===== src/rtl/mux_rr_pipe.sv =====
// -----------------------------------------------------------------------------
// mux_rr_pipe
//
// Registered N:1 channel multiplexer with per-channel valid/ready handshake and
// a one-entry output register. The channel is picked each cycle either by a
// directed index (mode=0, sel) or by round-robin arbitration among the valid
// channels (mode=1). The picked word appears on the output one cycle after its
// input handshake.
//
// Parameters
//   NUM_IN  number of input channels (2..64)
//   DATA_W  width of one channel data word
//   SEL_W   derived: width of sel / out_ch ($clog2(NUM_IN))
//
// Ports
//   clk        rising-edge clock
//   reset      asynchronous, active-high reset
//   mode       0 = directed (sel), 1 = round-robin
//   sel        channel index used in directed mode
//   in_valid   per-channel valid, bit i = channel i
//   in_data    flattened channel data, channel i at [i*DATA_W +: DATA_W]
//   in_ready   per-channel ready (combinational, at most one bit high)
//   out_valid  output register holds a word
//   out_data   registered data word
//   out_ch     index of the channel that supplied out_data
//   out_ready  consumer accepts the word this cycle
//   sel_err    (only with MUX_RR_SEL_ERR_EN) sticky flag: directed mode saw an
//              out-of-range sel while some channel was valid
//
// Optional feature macro: MUX_RR_SEL_ERR_EN
// -----------------------------------------------------------------------------
module mux_rr_pipe #(
  parameter int  NUM_IN = 31,
  parameter int  DATA_W = 2,
  localparam int SEL_W  = $clog2(NUM_IN)
) (
  input  logic                     clk,
  input  logic                     reset,
  input  logic                     mode,
  input  logic [SEL_W-1:0]         sel,
  input  logic [NUM_IN-1:0]        in_valid,
  input  logic [NUM_IN*DATA_W-1:0] in_data,
  output logic [NUM_IN-1:0]        in_ready,
  output logic                     out_valid,
  output logic [DATA_W-1:0]        out_data,
  output logic [SEL_W-1:0]         out_ch,
  input  logic                     out_ready
`ifdef MUX_RR_SEL_ERR_EN
  ,
  output logic                     sel_err
`endif
);

  // NUM_IN expressed one bit wider than sel so sel codes >= NUM_IN compare cleanly
  localparam logic [SEL_W:0]   NUM_IN_L = (SEL_W+1)'(NUM_IN);
  localparam logic [SEL_W-1:0] LAST_CH  = SEL_W'(NUM_IN - 1);

  // ---------------------------------------------------------------------------
  // State
  // ---------------------------------------------------------------------------
  logic              out_valid_q, out_valid_d;
  logic [DATA_W-1:0] out_data_q,  out_data_d;
  logic [SEL_W-1:0]  out_ch_q,    out_ch_d;
  logic [SEL_W-1:0]  rr_ptr_q,    rr_ptr_d;

  // ---------------------------------------------------------------------------
  // Combinational signals
  // ---------------------------------------------------------------------------
  logic              load_en_s;
  logic              sel_ok_s;
  logic [NUM_IN-1:0] dir_grant_s;
  logic [NUM_IN-1:0] rr_grant_s;
  logic [SEL_W-1:0]  rr_idx_s;
  logic [NUM_IN-1:0] grant_s;
  logic [SEL_W-1:0]  grant_idx_s;
  logic [NUM_IN-1:0] in_ready_s;
  logic              xfer_s;
  logic [DATA_W-1:0] sel_data_s;

  // Output register can take a word when empty or drained this same cycle
  assign load_en_s = ~out_valid_q | out_ready;
  assign sel_ok_s  = ({1'b0, sel} < NUM_IN_L);

  // Directed grant: only the channel addressed by an in-range sel, if valid
  always_comb begin
    dir_grant_s = '0;
    for (int i = 0; i < NUM_IN; i++) begin
      dir_grant_s[i] = sel_ok_s & (sel == SEL_W'(i)) & in_valid[i];
    end
  end

  // Round-robin grant: scan starts just above rr_ptr. Split into an upper pass
  // (channels above rr_ptr) and a wrapped lower pass (channels 0..rr_ptr); the
  // first valid channel found in that order wins.
  always_comb begin : rr_scan
    logic found;
    logic take;
    found      = 1'b0;
    take       = 1'b0;
    rr_grant_s = '0;
    rr_idx_s   = '0;
    for (int i = 0; i < NUM_IN; i++) begin
      take          = in_valid[i] & (SEL_W'(i) > rr_ptr_q) & ~found;
      rr_grant_s[i] = take;
      rr_idx_s      = rr_idx_s | (SEL_W'(i) & {SEL_W{take}});
      found         = found | take;
    end
    for (int i = 0; i < NUM_IN; i++) begin
      take          = in_valid[i] & (SEL_W'(i) <= rr_ptr_q) & ~found;
      rr_grant_s[i] = rr_grant_s[i] | take;
      rr_idx_s      = rr_idx_s | (SEL_W'(i) & {SEL_W{take}});
      found         = found | take;
    end
  end

  // Mode selects which arbiter drives the grant
  always_comb begin
    grant_s     = '0;
    grant_idx_s = '0;
    if (mode) begin
      grant_s     = rr_grant_s;
      grant_idx_s = rr_idx_s;
    end else begin
      grant_s     = dir_grant_s;
      grant_idx_s = sel;
    end
  end

  // Ready follows the grant only when the output register can load; reset
  // pulls every ready low immediately so no handshake completes during reset.
  always_comb begin
    in_ready_s = '0;
    if (reset || !load_en_s) begin
      in_ready_s = '0;
    end else begin
      in_ready_s = grant_s;
    end
  end

  assign in_ready = in_ready_s;
  assign xfer_s   = |in_ready_s;

  // Data mux: grant is one-hot, so an AND-OR reduction selects the word
  always_comb begin
    sel_data_s = '0;
    for (int i = 0; i < NUM_IN; i++) begin
      sel_data_s = sel_data_s | (in_data[i*DATA_W +: DATA_W] & {DATA_W{grant_s[i]}});
    end
  end

  // Next-state for the output register and the round-robin pointer
  always_comb begin
    out_valid_d = out_valid_q;
    out_data_d  = out_data_q;
    out_ch_d    = out_ch_q;
    rr_ptr_d    = rr_ptr_q;
    if (load_en_s) begin
      out_valid_d = xfer_s;
      if (xfer_s) begin
        out_data_d = sel_data_s;
        out_ch_d   = grant_idx_s;
      end else begin
        // empty cycle: data and channel keep their last values
        out_data_d = out_data_q;
        out_ch_d   = out_ch_q;
      end
    end else begin
      // backpressure: hold the current word
      out_valid_d = out_valid_q;
    end
    // pointer only moves on a round-robin transfer; kept across mode switches
    if (xfer_s && mode) begin
      rr_ptr_d = grant_idx_s;
    end else begin
      rr_ptr_d = rr_ptr_q;
    end
  end

  // Output register and pointer; LAST_CH reset gives channel 0 first priority
  always_ff @(posedge clk or posedge reset) begin
    if (reset) begin
      out_valid_q <= 1'b0;
      out_data_q  <= '0;
      out_ch_q    <= '0;
      rr_ptr_q    <= LAST_CH;
    end else begin
      out_valid_q <= out_valid_d;
      out_data_q  <= out_data_d;
      out_ch_q    <= out_ch_d;
      rr_ptr_q    <= rr_ptr_d;
    end
  end

  assign out_valid = out_valid_q;
  assign out_data  = out_data_q;
  assign out_ch    = out_ch_q;

`ifdef MUX_RR_SEL_ERR_EN
  logic sel_err_q, sel_err_d;

  // Sticky flag: directed mode with an unused sel code while a producer waits
  always_comb begin
    sel_err_d = sel_err_q;
    if (!mode && !sel_ok_s && (|in_valid)) begin
      sel_err_d = 1'b1;
    end else begin
      sel_err_d = sel_err_q;
    end
  end

  // Error flag register, cleared only by reset
  always_ff @(posedge clk or posedge reset) begin
    if (reset) begin
      sel_err_q <= 1'b0;
    end else begin
      sel_err_q <= sel_err_d;
    end
  end

  assign sel_err = sel_err_q;
`endif

endmodule


===== config.mk =====
export PLATFORM = sky130hd
export DESIGN_NAME = mux_rr_pipe
export DESIGN_NICKNAME = d
export VERILOG_FILES = /design/src/rtl/mux_rr_pipe.sv
export SDC_FILE = /design/constraint.sdc
export NUM_CORES = 1
export LEC_CHECK = 0
export BUFFER_PORTS_ARGS = -buffer_cell sky130_fd_sc_hd__buf_2
export CORE_ASPECT_RATIO = 2
export CORE_UTILIZATION = 40
export DETAILED_ROUTE_END_ITERATION = 7
export PLACE_DENSITY = 0.64
export SLEW_MARGIN = 10
export SYNTH_ARGS = -nofsm -noshare
export SYNTH_HDL_FRONTEND = slang
export SYNTH_SLANG_ARGS = --single-unit

===== constraint.sdc =====
create_clock -name clk -period 4.85 [get_ports clk]
set_input_delay 0.97 -clock clk [delete_from_list [all_inputs] [get_ports clk]]
set_output_delay 0.97 -clock clk [all_outputs]
set_load 0.02 [all_outputs]

# Word-level counts from Yosys, hierarchy flattened
# Cells that the tools add are included.
# Widths: inputs -> output; s select.
# totals
ff_bits	13
latchBits	0
ramBits	0
romBits	0
in_bits	102
output_inout_bits	39
elab_cells	565
memories	0
# op_classes
add_sub_neg	0
mul	0
n_div	0
n_lt_le_gt_ge	63
n_eq_ne	30
n_shift	0
muxes	3
bitwise_logic	459
n_reduce_logical	6
# ops
cell	n
$and 1x1->1	185
$or 5x5->5	29
$or 1x1->1	92
$eq 5x5->1 const B	15
$gt 5x5->1 const A	15
$le 5x5->1 const A	15
$and 2x2->2	31
$mux 31	2
$not 1->1	62
$or 2x2->2	31
$eq 5x4->1 const B	8
$gt 4x5->1 const A	8
$le 4x5->1 const A	8
$or 5x4->5	8
$reduce_or 31->1	1
$or 4x4->4	7
$eq 5x3->1 const B	4
$gt 3x5->1 const A	4
$le 3x5->1 const A	4
$or 5x3->5	4
$eq 5x2->1 const B	2
$gt 1x5->1 const A	2
$gt 2x5->1 const A	2
$le 1x5->1 const A	2
other kinds (16)	20

# Longest topological paths before layout
# logic_depth
word_depth	217
ltp_mapped	15
ltp_nobuf	11

# Least setup slack after synthesis
# Ideal clock, no wire load.
# synth_timing
path_type	input port to output port
start	input in_valid[14]
end	output in_ready[27]
arrival_ps	3205
required_ps	3880
slack_ps	675
cell_stages	9
n_path_buf	1
cell_sequence	buf_2 nor3_1 o22ai_1 a2111o_1 or2_2 or4b_1 o31ai_1 a21o_1 and2_1
# synth_between
elab_chain_len	137
# synth_lines
item	line	source
from (decl)	41	input logic [NUM_IN-1:0] in_valid,
$and 1x1->1 (2 in series)	103	take = in_valid[i] & (SEL_W'(i) > rr_ptr_q) & ~found;
$or 1x1->1	106	found = found | take;
$not 1->1	103	
$and 1x1->1	103	
$or 1x1->1	106	
$not 1->1	103	
$and 1x1->1	103	
$or 1x1->1	106	
(+120 left out)	--	
$not 1->1	109	take = in_valid[i] & (SEL_W'(i) <= rr_ptr_q) & ~found;
$and 1x1->1	109	
$or 1x1->1	112	found = found | take;
$not 1->1	109	
$and 1x1->1	109	
$or 1x1->1 (*)	110	rr_grant_s[i] = rr_grant_s[i] | take;
$mux 31 (*)	120	if (mode) begin
$mux 31 (*)	133	if (reset || !load_en_s) begin
to (decl)	43	output logic [NUM_IN-1:0] in_ready,
# Every way passes the cells marked *; elsewhere a longest branch is shown, timed or not.

# Final worst setup path
# layout_timing
start	register rr_ptr_q[0]
end	register out_data_q[0] (netlist: out_data[0])
# layout_between
elab_chain_len	189
# layout_lines
item	line	source
from (decl)	64	logic [SEL_W-1:0] rr_ptr_q, rr_ptr_d;
from (signal assigned)	190	rr_ptr_q <= rr_ptr_d;
$gt 1x5->1	103	
$and 1x1->1	103	
$not 1->1	103	
$and 1x1->1	103	
$or 1x1->1	106	
$not 1->1	103	
$and 1x1->1	103	
$or 1x1->1	106	
(+173 left out)	--	
$or 1x1->1	112	
$not 1->1	109	
$and 1x1->1	109	
$or 1x1->1	110	
$mux 31 (*)	120	
$mux 31	133	
$reduce_or 31->1	141	assign xfer_s = |in_ready_s;
$reduce_and 2->1 (no source line)	--	
to (signal assigned)	188	out_data_q <= out_data_d;
to (decl)	62	logic [DATA_W-1:0] out_data_q, out_data_d;
# Marked as above.
# A chain may end at the register's enable or synchronous reset.

==> flow_metrics.env <==
export IMPL_crit_required_ps=4970
export IMPL_core_rowCount=56
export IMPL_fp_dieW_um=80.2
export IMPL_power_total_w=0.00285
export IMPL_design_area_mm2=0.00647
export IMPL_topRoutingLayerUsed="met5"
export IMPL_overflow=0
export IMPL_report_final_slew_viol_count=0
export IMPL_port_buffers=140
export IMPL_wl_met3_mm=3.11
export IMPL_syn_area_mm2=0.00490
export IMPL_ys_ff_latch=13
export IMPL_final_util=0.546
export IMPL_clock_path_buffers=2
export IMPL_dpl_instance_area_mm2=0.00636
export IMPL_worstPathArrival_ps=4990
export IMPL_async_reset_ff_frac=1.00
export IMPL_numCtsBuffers=3
export IMPL_tns_ps=-16.3
export IMPL_avgViaCountPerCell=7.11
export IMPL_grt_pass1_wl_mm=45.5
export IMPL_fmax_ghz=0.205
export IMPL_grt_max_degree=37
export IMPL_dieHeight_um=158
export IMPL_drtAntennaViolNets=0
export IMPL_hold_violations=0
export IMPL_yosys_most_used_dff="dfrtp_1"
export IMPL_crit_fanout=16
export IMPL_setup_ws_ps=-16.3
export IMPL_finalClockSkew_ps=3.54
export IMPL_grt_pass1_vias=7343
export IMPL_die_area_mm2=0.0127
export IMPL_hold_class="flip-flop to flip-flop"
export IMPL_h_tree_depth=1
export IMPL_drt_iter0_markers=1098
export IMPL_clock_sinks=13
export IMPL_first_pass_iters=6
export IMPL_clk_pin_slew_ps=40
export IMPL_tightest_slew_ps=1040
export IMPL_finalNetCount=1058
export IMPL_ir_drop_mv=0.412
export IMPL_track_usage=0.504
export IMPL_period_needed_ps=4870
export IMPL_clockRootBuffer="clkbuf_16"
export IMPL_gp_congestion=1.09
export IMPL_insertion_delay_ps=240
export IMPL_slew_limit_headroom=0.296
export IMPL_n_fill_cell=1253
export IMPL_start_kind="flip-flop"
export IMPL_worst_setup_path_type="flip-flop to flip-flop"
export IMPL_dp_cells=1095
export IMPL_violations="negative setup slack"
export IMPL_io_pins=141
export IMPL_synthCells=754
export IMPL_met2_length_mm=14.3
export IMPL_drive_gt1_frac=0.318
export IMPL_via_count=7829
export IMPL_synthToLayoutAreaGrowth_pct=32.1
export IMPL_leakagePower_nw=2.85
export IMPL_period_share=1.00
export IMPL_drcViolationCount=0
export IMPL_synth_edf_count=0
export IMPL_synth_distinct_cells=92
export IMPL_initial_utilization=0.413
export IMPL_seq_area_frac_synth=0.0675
export IMPL_wl_per_cell_um=29.0
export IMPL_cts_tree="built"
export IMPL_drv_cap=0
export IMPL_status="complete, but fails checks"
export IMPL_end_kind="flip-flop"
export IMPL_syn_nets=856
export IMPL_core_mm2=0.0118
export IMPL_power_density_mw_per_mm2=441
export IMPL_dpl_hpwl_mm=26.0
export IMPL_multi_input_area_mm2=0.00424
export IMPL_yosysWarningCount=0
export IMPL_synth_area_per_cell_um2=6.49
export IMPL_routed_wl_mm=31.9
export IMPL_fin_cells=1101
export IMPL_met1_length_mm=10.2
export IMPL_setup_viol=1
export IMPL_seq_area_um2=330
export IMPL_antenna_found_initial=2
==> registers in the layout, indices dropped and copies added, names as in the netlist <==
signal	cells
out_ch	5
rr_ptr_q	5
out_valid	1
out_data	2
==> synth_stat cells (all sizes together), types with 5 or more instances <==
master	instances	area, um2
nand2	90	350
nor2	63	254
nand3	55	275
a21oi	34	185
nand4	33	213
nor3	33	175
clkbuf	29	109
o21ai	28	140
and2	25	158
and3	24	150
a31oi	23	150
buf	23	160
nor4	21	153
inv	20	75.1
nor2b	13	81.3
o211ai	12	90.1
o31ai	12	104
or2	11	68.8
or3	10	62.6
dfrtp	9	225
o21a	9	68.8
o22ai	9	56.3
a211o	7	61.3
a21boi	7	52.6
a32oi	7	61.3
and4	7	61.3
nand2b	7	43.8
a211oi	6	45.0
mux2	6	90.1
nor3b	6	45.0
o2111ai	6	52.6
a2111o	5	56.3
a2111oi	5	75.1
a21o	5	37.5
a22oi	5	37.5
nand4b	5	43.8
nor4b	5	43.8
or4	5	37.5
==> layout by cell type (no fill, tap or decap), types with 9 or more instances in the layout <==
cell type | Yosys | final
or3_1 | 10 | 10
a31oi_1 | 22 | 22
buf_2 | 8 | 140
nand3_1 | 55 | 55
nand4_1 | 32 | 32
nor2b_1 | 13 | 13
nor4_1 | 19 | 18
nand2_1 | 87 | 87
and3_1 | 24 | 24
buf_4 | 3 | 106
o21ai_0 | 24 | 24
o31ai_1 | 11 | 11
a21oi_1 | 32 | 32
nor3_1 | 31 | 31
nor2_1 | 60 | 60
dfrtp_1 | 9 | 9
o22ai_1 | 9 | 9
or2_2 | 11 | 11
and2_1 | 23 | 23
inv_1 | 20 | 20
o211ai_1 | 12 | 12
==> per-layer routing <==
| layer | track usage | vias to the layer above |
|---|---|---|
| li1 | - | 3361 |
| met1 | 0.517 | 3568 |
| met2 | 0.807 | 655 |
| met3 | 0.127 | 243 |
| met4 | 0.497 | 2 |
| met5 | 0 | - |
==> report_power, final <==
part / internal, W / total (W) / switching [W] / leakage [nW]
combinational: 0.000858 / 0.00240 / 0.00154 / 2.66
clock: 0.000111 / 0.000157 / 0.0000462 / 0.0382
sequential: 0.000174 / 0.000294 / 0.000120 / 0.143
total: 0.00114 / 0.00285 / 0.00171 / 2.85
==> kinds of logic after synthesis <==
group / share of synthesized area
simple gates: 0.476
flops: 0.0675
compound gates: 0.359
buf+inv: 0.0718
mux: 0.0266
==> timing repair <==
item | in CTS | in global routing
hold buffers | 0 | 0
gates resized for setup | 0 | 3
endpoints found under the setup margin | 0 | 6
buffers inserted | 0 | 1
==> worst max-delay path, stage by stage (launching register included) <==
cell and delay [ps]:
dfrtp_1 580, buf_4 320, nor2_4 210, nand2_2 180
a2111o_1 500, and3_1 320, nand4_1 190, buf_4 150
o22ai_1 170, buf_4 200, a22o_1 210, a311oi_1 800
and4b_1 310, nand2_1 240, mux2_4 350
==> path summary, 6_finish.rpt <==
check	start	slack [ps]	cells past startpoint	end
setup / recovery	rr_ptr_q[0]$_DFFE_PP0P_	-20	14	out_data[0]$_DFFE_PP0P_
hold / removal	out_data[0]$_DFFE_PP0P_	500	1	out_data[0]$_DFFE_PP0P_
setup reg to reg	rr_ptr_q[0]$_DFFE_PP0P_	-20	14	out_data[0]$_DFFE_PP0P_
hold reg to reg	out_data[0]$_DFFE_PP0P_	500	1	out_data[0]$_DFFE_PP0P_
max in group asynchronous	reset	3890	3	rr_ptr_q[3]$_DFFE_PP1P_
min in group asynchronous	reset	720	3	out_data[1]$_DFFE_PP0P_
==> stage by stage <==
step,setup WS [ps],hold slack (ps)
floorplan,675,605
global placement,212,490
detailed placement,237,489
CTS,111,505
global route,-6.56,516
finish,-16.3,501
==> cell type report <==
| type | instances | share of cell area |
|---|---|---|
| diodes | 1 | 0.000387 |
| flip-flops and latches | 13 | 0.0511 |
| well taps | 145 | 0.0280 |
| repair buffers | 249 | 0.241 |
| inverters | 22 | 0.0128 |
| clock buffers | 4 | 0.0122 |
| multi-input cells | 667 | 0.655 |
(Power assumes the default switching activity.)
